`src/rtl/mips_fetch_stage.sv`:
```
// -----------------------------------------------------------------------------
// mips_fetch_stage
//
// Instruction-fetch stage of the pipelined MIPS CPU. Owns the program counter,
// drives the instruction-memory read port (wait-request handshake) and feeds
// the fetch/decode pipeline register. Decode-resolved branch/jump redirects
// are applied after the delay slot completes; a jump to HALT_ADDRESS stops
// fetching until reset.
//
// Optional feature macro: FETCH_HOLD_BUFFER_EN
//   defined   : a completion that arrives while stalled is captured into a
//               hold buffer (HOLD state) so every instruction is read once.
//   undefined : a stalled completion is discarded and the same address is
//               re-read every cycle until the stall is released.
//
// Parameters
//   RESET_VECTOR        PC value after reset
//   HALT_ADDRESS        fetching from this PC ends execution
//
// Ports
//   clk                 rising-edge clock
//   reset_n             asynchronous active-low reset
//   stall_fetch         hazard unit hold request
//   PC_src_decode       one-cycle redirect pulse from decode
//   PC_target_decode    redirect target address
//   imem_address        instruction-memory address (current PC)
//   imem_read           instruction-memory read request
//   imem_waitrequest    1 = read not complete this cycle
//   imem_readdata       instruction-memory read data
//   instruction_fetch   fetched word, 0 (NOP) when not valid
//   PC_plus_four_fetch  PC + 4 (wraps modulo 2^32)
//   fetch_valid         instruction_fetch holds a real instruction
//   halted              execution finished
// -----------------------------------------------------------------------------
module mips_fetch_stage #(
  parameter logic [31:0] RESET_VECTOR = 32'hBFC00000,
  parameter logic [31:0] HALT_ADDRESS = 32'h00000000
) (
  input  logic        clk,
  input  logic        reset_n,
  input  logic        stall_fetch,
  input  logic        PC_src_decode,
  input  logic [31:0] PC_target_decode,
  output logic [31:0] imem_address,
  output logic        imem_read,
  input  logic        imem_waitrequest,
  input  logic [31:0] imem_readdata,
  output logic [31:0] instruction_fetch,
  output logic [31:0] PC_plus_four_fetch,
  output logic        fetch_valid,
  output logic        halted
);

`ifdef FETCH_HOLD_BUFFER_EN
  typedef enum logic [1:0] {FETCH = 2'd0, HOLD = 2'd1, HALTED = 2'd2} state_t;
`else
  typedef enum logic [1:0] {FETCH = 2'd0, HALTED = 2'd2} state_t;
`endif

  state_t      state;
  logic [31:0] pc;
  logic [31:0] pc_plus_four;
  logic [31:0] next_pc;
  logic [31:0] pending_target;
  logic        pending_valid;
  logic        read_active;
  logic        complete;
  logic        holding;
  logic        consume;
  logic        latch_redirect;

`ifdef FETCH_HOLD_BUFFER_EN
  logic [31:0] hold_buffer;
`endif

  // Reading is gated by reset_n directly so the request drops the instant
  // reset asserts and rises in the very first cycle after release.
  always_comb begin
    read_active  = reset_n && (state == FETCH);
    complete     = read_active && !imem_waitrequest;
`ifdef FETCH_HOLD_BUFFER_EN
    holding      = (state == HOLD);
`else
    holding      = 1'b0;
`endif
    // The word on the outputs is handed downstream on this edge.
    consume      = !stall_fetch && (complete || holding);
    // A redirect seen during a wait state belongs after the in-flight delay
    // slot, so it is parked until that fetch completes.
    latch_redirect = read_active && imem_waitrequest && !stall_fetch && PC_src_decode;
    pc_plus_four = pc + 32'd4;
    if (pending_valid) begin
      next_pc = pending_target;
    end else if (PC_src_decode) begin
      next_pc = PC_target_decode;
    end else begin
      next_pc = pc_plus_four;
    end
  end

  // Output port drive; a held word comes from the buffer since memory is idle.
  always_comb begin
    imem_address       = pc;
    imem_read          = read_active;
    PC_plus_four_fetch = pc_plus_four;
    halted             = (state == HALTED);
    fetch_valid        = complete || holding;
    instruction_fetch  = 32'h0;
`ifdef FETCH_HOLD_BUFFER_EN
    if (holding) begin
      instruction_fetch = hold_buffer;
    end else if (complete) begin
      instruction_fetch = imem_readdata;
    end
`else
    if (complete) begin
      instruction_fetch = imem_readdata;
    end
`endif
  end

  // PC, redirect bookkeeping and state. HALTED never consumes or latches, so
  // it is only left through reset.
  always_ff @(posedge clk or negedge reset_n) begin
    if (!reset_n) begin
      state          <= FETCH;
      pc             <= RESET_VECTOR;
      pending_target <= 32'h0;
      pending_valid  <= 1'b0;
`ifdef FETCH_HOLD_BUFFER_EN
      hold_buffer    <= 32'h0;
`endif
    end else if (consume) begin
      pc            <= next_pc;
      pending_valid <= 1'b0;
      state         <= (next_pc == HALT_ADDRESS) ? HALTED : FETCH;
    end else if (latch_redirect) begin
      pending_target <= PC_target_decode;
      pending_valid  <= 1'b1;
    end
`ifdef FETCH_HOLD_BUFFER_EN
    else if (complete && stall_fetch) begin
      hold_buffer <= imem_readdata;
      state       <= HOLD;
    end
`endif
  end

endmodule

```
`config.mk`:
```
export PLATFORM = sky130hd
export DESIGN_NAME = mips_fetch_stage
export DESIGN_NICKNAME = d
export VERILOG_FILES = /design/src/rtl/mips_fetch_stage.sv
export SDC_FILE = /design/constraint.sdc
export NUM_CORES = 1
export LEC_CHECK = 0
export BUFFER_PORTS_ARGS = -buffer_cell sky130_fd_sc_hd__buf_4
export CORE_AREA = 2 2 99 101
export DETAILED_ROUTE_END_ITERATION = 10
export DIE_AREA = 0 0 101 103
export PLACE_DENSITY = 0.8
export SETUP_SLACK_MARGIN = 0.1
export SYNTH_ARGS = -nofsm -noshare
export SYNTH_HDL_FRONTEND = slang
export SYNTH_SLANG_ARGS = --single-unit
```
`constraint.sdc`:
```
create_clock -name clk -period 2.7 [get_ports clk]
set_input_delay 0.27 -clock clk [delete_from_list [all_inputs] [get_ports clk]]
set_output_delay 0.27 -clock clk [all_outputs]
set_load 0.01 [all_outputs]
```
==> metrics, run 1 <==
status=complete, no violations; area grow syn2layout=42.40%; Skew-Pair Late Insertion Delay=0.37 ns; Port-buffer cells=167; start of the worst register-to-register path=pending_target[22]; worst path bufs/invs=1; yosys warns=0; Max-slew headroom=40.90%; WP data arrival=2.90 ns; number of max-cap violations=0; period utilisation layout=97.52%; Worst R2R Setup Slack=0.07 ns; clock-pin slew on the worst setup and hold paths=0.08 ns; DIE AREA=10400 um^2; Final Util=68.02%; ANT cells=0; Worst Path Max Fanout=3; Final GP Congestion=0.9727; ANT nets after route=0; Die W=101 um; # IOs=168; CP Capture Type=flip-flop; Peak VDD IR=0.2858 mV; number of global-route vias before repair=4708; GRT Total Usage=31.98%; total CTS buffers=9; vias=4846; Initial Util=47.76%; Worst-Margin Slew=0.8865 ns; placed cells=799; routed len/inst=20.26 um; Hold Buf Count CTS=0; site row count=36; Cell Count, Final, Fillers Out=819; layout cells sized above 1=45.25%; R2R depth=8; Hold Crit Class=in2reg; Post-Syn Nets=578; post-synth cell types=66; Clock Tree Buf Depth=2; unrepaired setup endpoints after global routing=yes; number of synthesized flops with an enable pin=0; Mapped Avg Cell Area=8.894 um^2; hold path endpoint=pending_target[13]; share of the synthesized area in the top cell type=31.57%; Final HPWL DP=12.57 mm; initial antenna violation count=0; post-synthesis sequential area ratio=36.80%; leakage=3.115 nW; FF+latch count, synth=66; CTS tree=done; clock sink total=66; crit-path cells=or4_1 > or3_1 > a22oi_2 > nand4_1 > a2111oi_4 > buf_4 > nand4_1 > o31ai_1; CP peak stage delay=0.52 ns; ys async rst share=100.0%; Synth area leaders=dfrtp_1 (32%), mux2_2 (8.0%), dfstp_2 (5.2%), nand2_1 (5.1%), and2_1 (4.7%); Mapped Cells=508; routed wire length=16.59 mm; Post-Route Skew=0.01240 ns; Placeable Area=9459 um^2; Critical Path Source Type=flip-flop; final setup violating endpoints=0; vias per inst=5.917; CP top delay family=simple AND/OR/NAND/NOR gates; Synth area leader=dfrtp_1; global-route wire length before repair=25.07 mm; CTS root buf=clkbuf_8; total gr overflow=0; cell with the most instances after synthesis=nand2_1; crit path max-delay cell type=or4_1; HP Start=PC_target_decode[13]; max-slew violations=0; total power=2.237 mW; CP Class=reg2reg; final hold viol count=0; largest net degree at the start of global routing=67; Layout Nets=770; most frequent CP cell=nand4_1; pwr dens=347.7 nW/um^2; Mapped Area=4518 um^2; hold depth=2; Die Y=103 um; ys flop type=dfrtp_1; CTS H-tree depth=3; Post-synth top cells=nand2_1 (61), dfrtp_1 (57), and2_1 (34), mux2_2 (32), o21ai_0 (22); Reg2Reg Capture Point=state[1]; Fmax achieved=0.3798 GHz; minimum clock period=2.633 ns; Data required, critical path=2.97 ns; Fin Hold WS=0.1401 ns; DR pass1 iterations=5; initial drt markers=333; Residual DRC=0
-- worst max path at each step --
stage | to | slack (ns) | startpoint | depth (start not counted)
finish | state[1] | 0.07 | pending_target[22] | 8
floorplan | state[1] | 0.16 | imem_address[2] | 8
global placement | state[1] | 0.14 | imem_address[2] | 8
detailed placement | state[1] | 0.03 | imem_address[2] | 8
CTS | state[1] | 0.07 | imem_address[9] | 7
global route | state[1] | -0.06 | pending_target[22] | 8
-- logic make-up (layout without fill, tap and decap cells) --
group / after synthesis / in the layout / synth area share (%)
XOR/XNOR: 20 / 20 / 3.877
flip-flops: 66 / 66 / 36.80
buffers and inverters: 52 / 249 / 5.262
AO/OA/AOI/OAI: 96 / 96 / 15.04
AND/OR/NAND/NOR: 236 / 236 / 29.66
adder cells (fa/ha/maj): 1 / 1 / 0.2769
multiplexers: 37 / 37 / 9.083
-- state kept, by name (all words and copies together) (netlist names) --
signal,count
pending_target,32
imem_address,32
pending_valid,1
state,1
-- metal layers --
metal  vias to the layer above  track usage, %  share of wire, %
met5                         -               0                 0
met2                       245           53.74                50
met1                      2323           39.11                39
met4                         0           18.09               4.7
met3                        45           5.356               6.8
li1                       2233               -                 -
-- final cells by class --
class / instances / area (um^2)
fill: 793 / 3025
multi-input combinational: 390 / 2725
sequential: 66 / 1668
timing repair buffer: 220 / 1664
tap: 114 / 142.6
clock buffer: 10 / 127.6
clock inverter: 6 / 57.56
inverter: 13 / 48.80
-- what timing repair did --
action,CTS,global route
setup buffers,0,4
pin swaps,0,7
endpoints found under the setup margin,4,9
resized for setup,5,21
-- placed cells by master (no fill, tap or decap), drive strengths merged, types with 4 or more instances in the layout --
cell type  synthesis  routed
nand2b            11      11
a22oi              8       8
nand3             11      11
nand2             61      61
a31oi             10      10
nor2              21      21
inv               13      13
and2              34      34
and4               6       6
o22ai              4       4
o311ai             7       7
nor4              12      12
clkbuf            20      10
dfstp              9       9
nor3b             12      12
nand4             20      20
dfrtp             57      57
nor3              19      19
mux2              32      32
buf               19     220
or2                9       9
clkinv             0       4
a22o               5       5
nor2b              4       4
mux2i              5       5
a21oi              9       9
xnor2              9       9
xor2              11      11
o21ai             24      24
and3               7       7
-- per-stage QoR --
stage | TNS (ns) | instance area (um^2) | setup slack, ns
finish | 0 | 6434 | 0.06684
CTS | 0 | 6317 | 0.06655
floorplan | 0 | 4518 | 0.1612
detailed placement | 0 | 6113 | 0.03341
global placement | 0 | 6113 | 0.1368
global route | -0.05509 | 6434 | -0.05509
-- power breakdown --
group          switching (mW)  total (mW)  internal (mW)
logic                   0.182       0.359          0.178
registers              0.0250        1.04           1.01
clock network           0.420       0.840          0.420
-- worst reg2reg max path, cell delays in order (launching register included) --
cell	delay, ns
dfrtp_1	0.40
or4_1	0.52
or3_1	0.33
a22oi_2	0.19
nand4_1	0.18
a2111oi_4	0.36
buf_4	0.16
nand4_1	0.11
o31ai_1	0.28
Power figures use the tool's default switching activity.
==> inputs of run 2 (changes only) <==
SETUP_SLACK_MARGIN = unset   (was 0.1)
==> run 2 against run 1 <==
  * Power is 0.11% lower
  * Register-to-register slack better by 0.03 ns
  * Clock power hardly changed
  * Largest power group unchanged
==> metrics, run 2 (synthesis gave the netlist of run 1 again) <==
placed cells=799; filler cell count=798; clock sink total=66; combinational share of power=16.1%; total gr overflow=0; DIE AREA=10400 um^2; layout cells sized above 1=44.24%; Placement Cell Area=6113 um^2; Fin Hold WS=0.1405 ns; GRT Total Usage=31.96%; Clock Tree Buf Depth=2; Port-buffer cells=167; CTS root buf=clkbuf_8; Max-slew headroom=41.05%; routed wire length=16.64 mm; Initial Util=47.76%; Critical Path Source Type=flip-flop; vias per inst=5.914; minimum clock period=2.608 ns; total power=2.235 mW; Post-Route Skew=0.01145 ns; Die Y=103 um; Peak VDD IR=0.2859 mV; Cell Count, Final, Fillers Out=817; number of global-route vias before repair=4708; Net Switching=0.6249 mW; most common cell after layout, fill and taps aside=buf_4; CTS H-tree depth=3; commonest non-fill, non-tap cells in the layout=buf_4 (217), nand2_1 (60), dfrtp_1 (55), and2_1 (33), mux2_2 (32); global-route wire length before repair=25.06 mm; DR pass1 iterations=5; area grow syn2layout=41.40%; vias=4832; initial drt markers=313; post-route design area=6389 um^2; ANT nets after route=0; Placeable Area=9459 um^2; Place WS=0.03341 ns; clock-pin slew on the worst setup and hold paths=0.08 ns; Flop pwr share=46.4%; setup ws final=0.09194 ns; period utilisation layout=96.59%; max-slew violations=0; CTS tree=done; initial antenna violation count=0; leakage=3.102 nW; final hold viol count=0; Final TNS setup=0 ns; clock power share=37.5%; # IOs=168; status=complete, no violations; Final GP Congestion=0.9727; unrepaired setup endpoints after global routing=yes; total CTS buffers=9; final setup violating endpoints=0; Worst-Margin Slew=0.8843 ns; Worst Path Max Fanout=5; pwr dens=349.8 nW/um^2; Final HPWL DP=12.57 mm; largest net degree at the start of global routing=67; routed len/inst=20.37 um; CP Class=reg2out; site row count=36; number of max-cap violations=0; Switching Fraction=27.96%; ANT cells=0; CP Capture Type=primary output; Skew-Pair Late Insertion Delay=0.37 ns; Residual DRC=0; Int Pwr=1.610 mW; Hold Crit Class=in2reg; Final Util=67.54%; Worst R2R Setup Slack=0.09 ns; Data required, critical path=2.43 ns; Layout Nets=768; Die W=101 um; WP data arrival=2.34 ns; Fmax achieved=0.3834 GHz
-- run 2: cell count changes in the layout (fill, tap and decap cells not counted), sizes merged --
| cell | change |
|---|---|
| buf | -2 |
-- run 2: layout make-up --
cell class	count	area, um^2	area share (%)
multi-input cells	390	2698	42.22
flip-flops and latches	66	1665	26.07
repair buffers	218	1649	25.81
well taps	114	142.6	2.233
clock buffers	10	127.6	1.998
clock inverters	6	57.56	0.9009
inverters	13	48.80	0.7638
-- run 2: power groups by stage --
stage | registers (mW) | clock network [mW] | logic (mW)
3_3_place_gp | 1.05 | 0 | 0.342
2_1_floorplan | 1.06 | 0 | 0.131
5_1_grt | 1.04 | 0.903 | 0.386
3_5_place_dp | 1.05 | 0 | 0.347
4_1_cts | 1.04 | 0.852 | 0.350
6_report | 1.04 | 0.838 | 0.359
-- run 2: repair_timing --
action	CTS	global route
pin swaps	0	4
resized for setup	1	19
cloned	0	0
setup endpoints to repair	1	4
setup buffers	0	2
hold buffers	0	0
endpoints found under the hold margin	0	0
-- run 2: metal layers --
layer | vias to the layer above | wire length, um | GRT usage [%]
li1 | 2227 | - | -
met2 | 222 | 8284 | 53.74
met5 | - | 0 | 0
met3 | 47 | 1008 | 5.356
met1 | 2336 | 6564 | 39.04
met4 | 0 | 786 | 18.09
-- run 2: path summary, 6_finish.rpt --
check | end | cells past startpoint | startpoint
setup / recovery | PC_plus_four_fetch[23] | 8 | imem_address[3]
max in group asynchronous | imem_address[19] | 2 | reset_n
hold / removal | pending_target[13] | 2 | PC_target_decode[13]
setup reg to reg | state[1] | 8 | pending_target[22]
hold reg to reg | imem_address[31] | 2 | imem_address[31]
min in group asynchronous | imem_address[20] | 2 | reset_n
-- run 2: critical path, stage by stage (launching register included) --
cell     delay, ns
dfrtp_1       0.40
buf_4         0.16
nand4_1       0.16
buf_4         0.21
nor2_1        0.19
buf_4         0.19
nand4_1       0.11
xnor2_1       0.36
buf_4         0.20
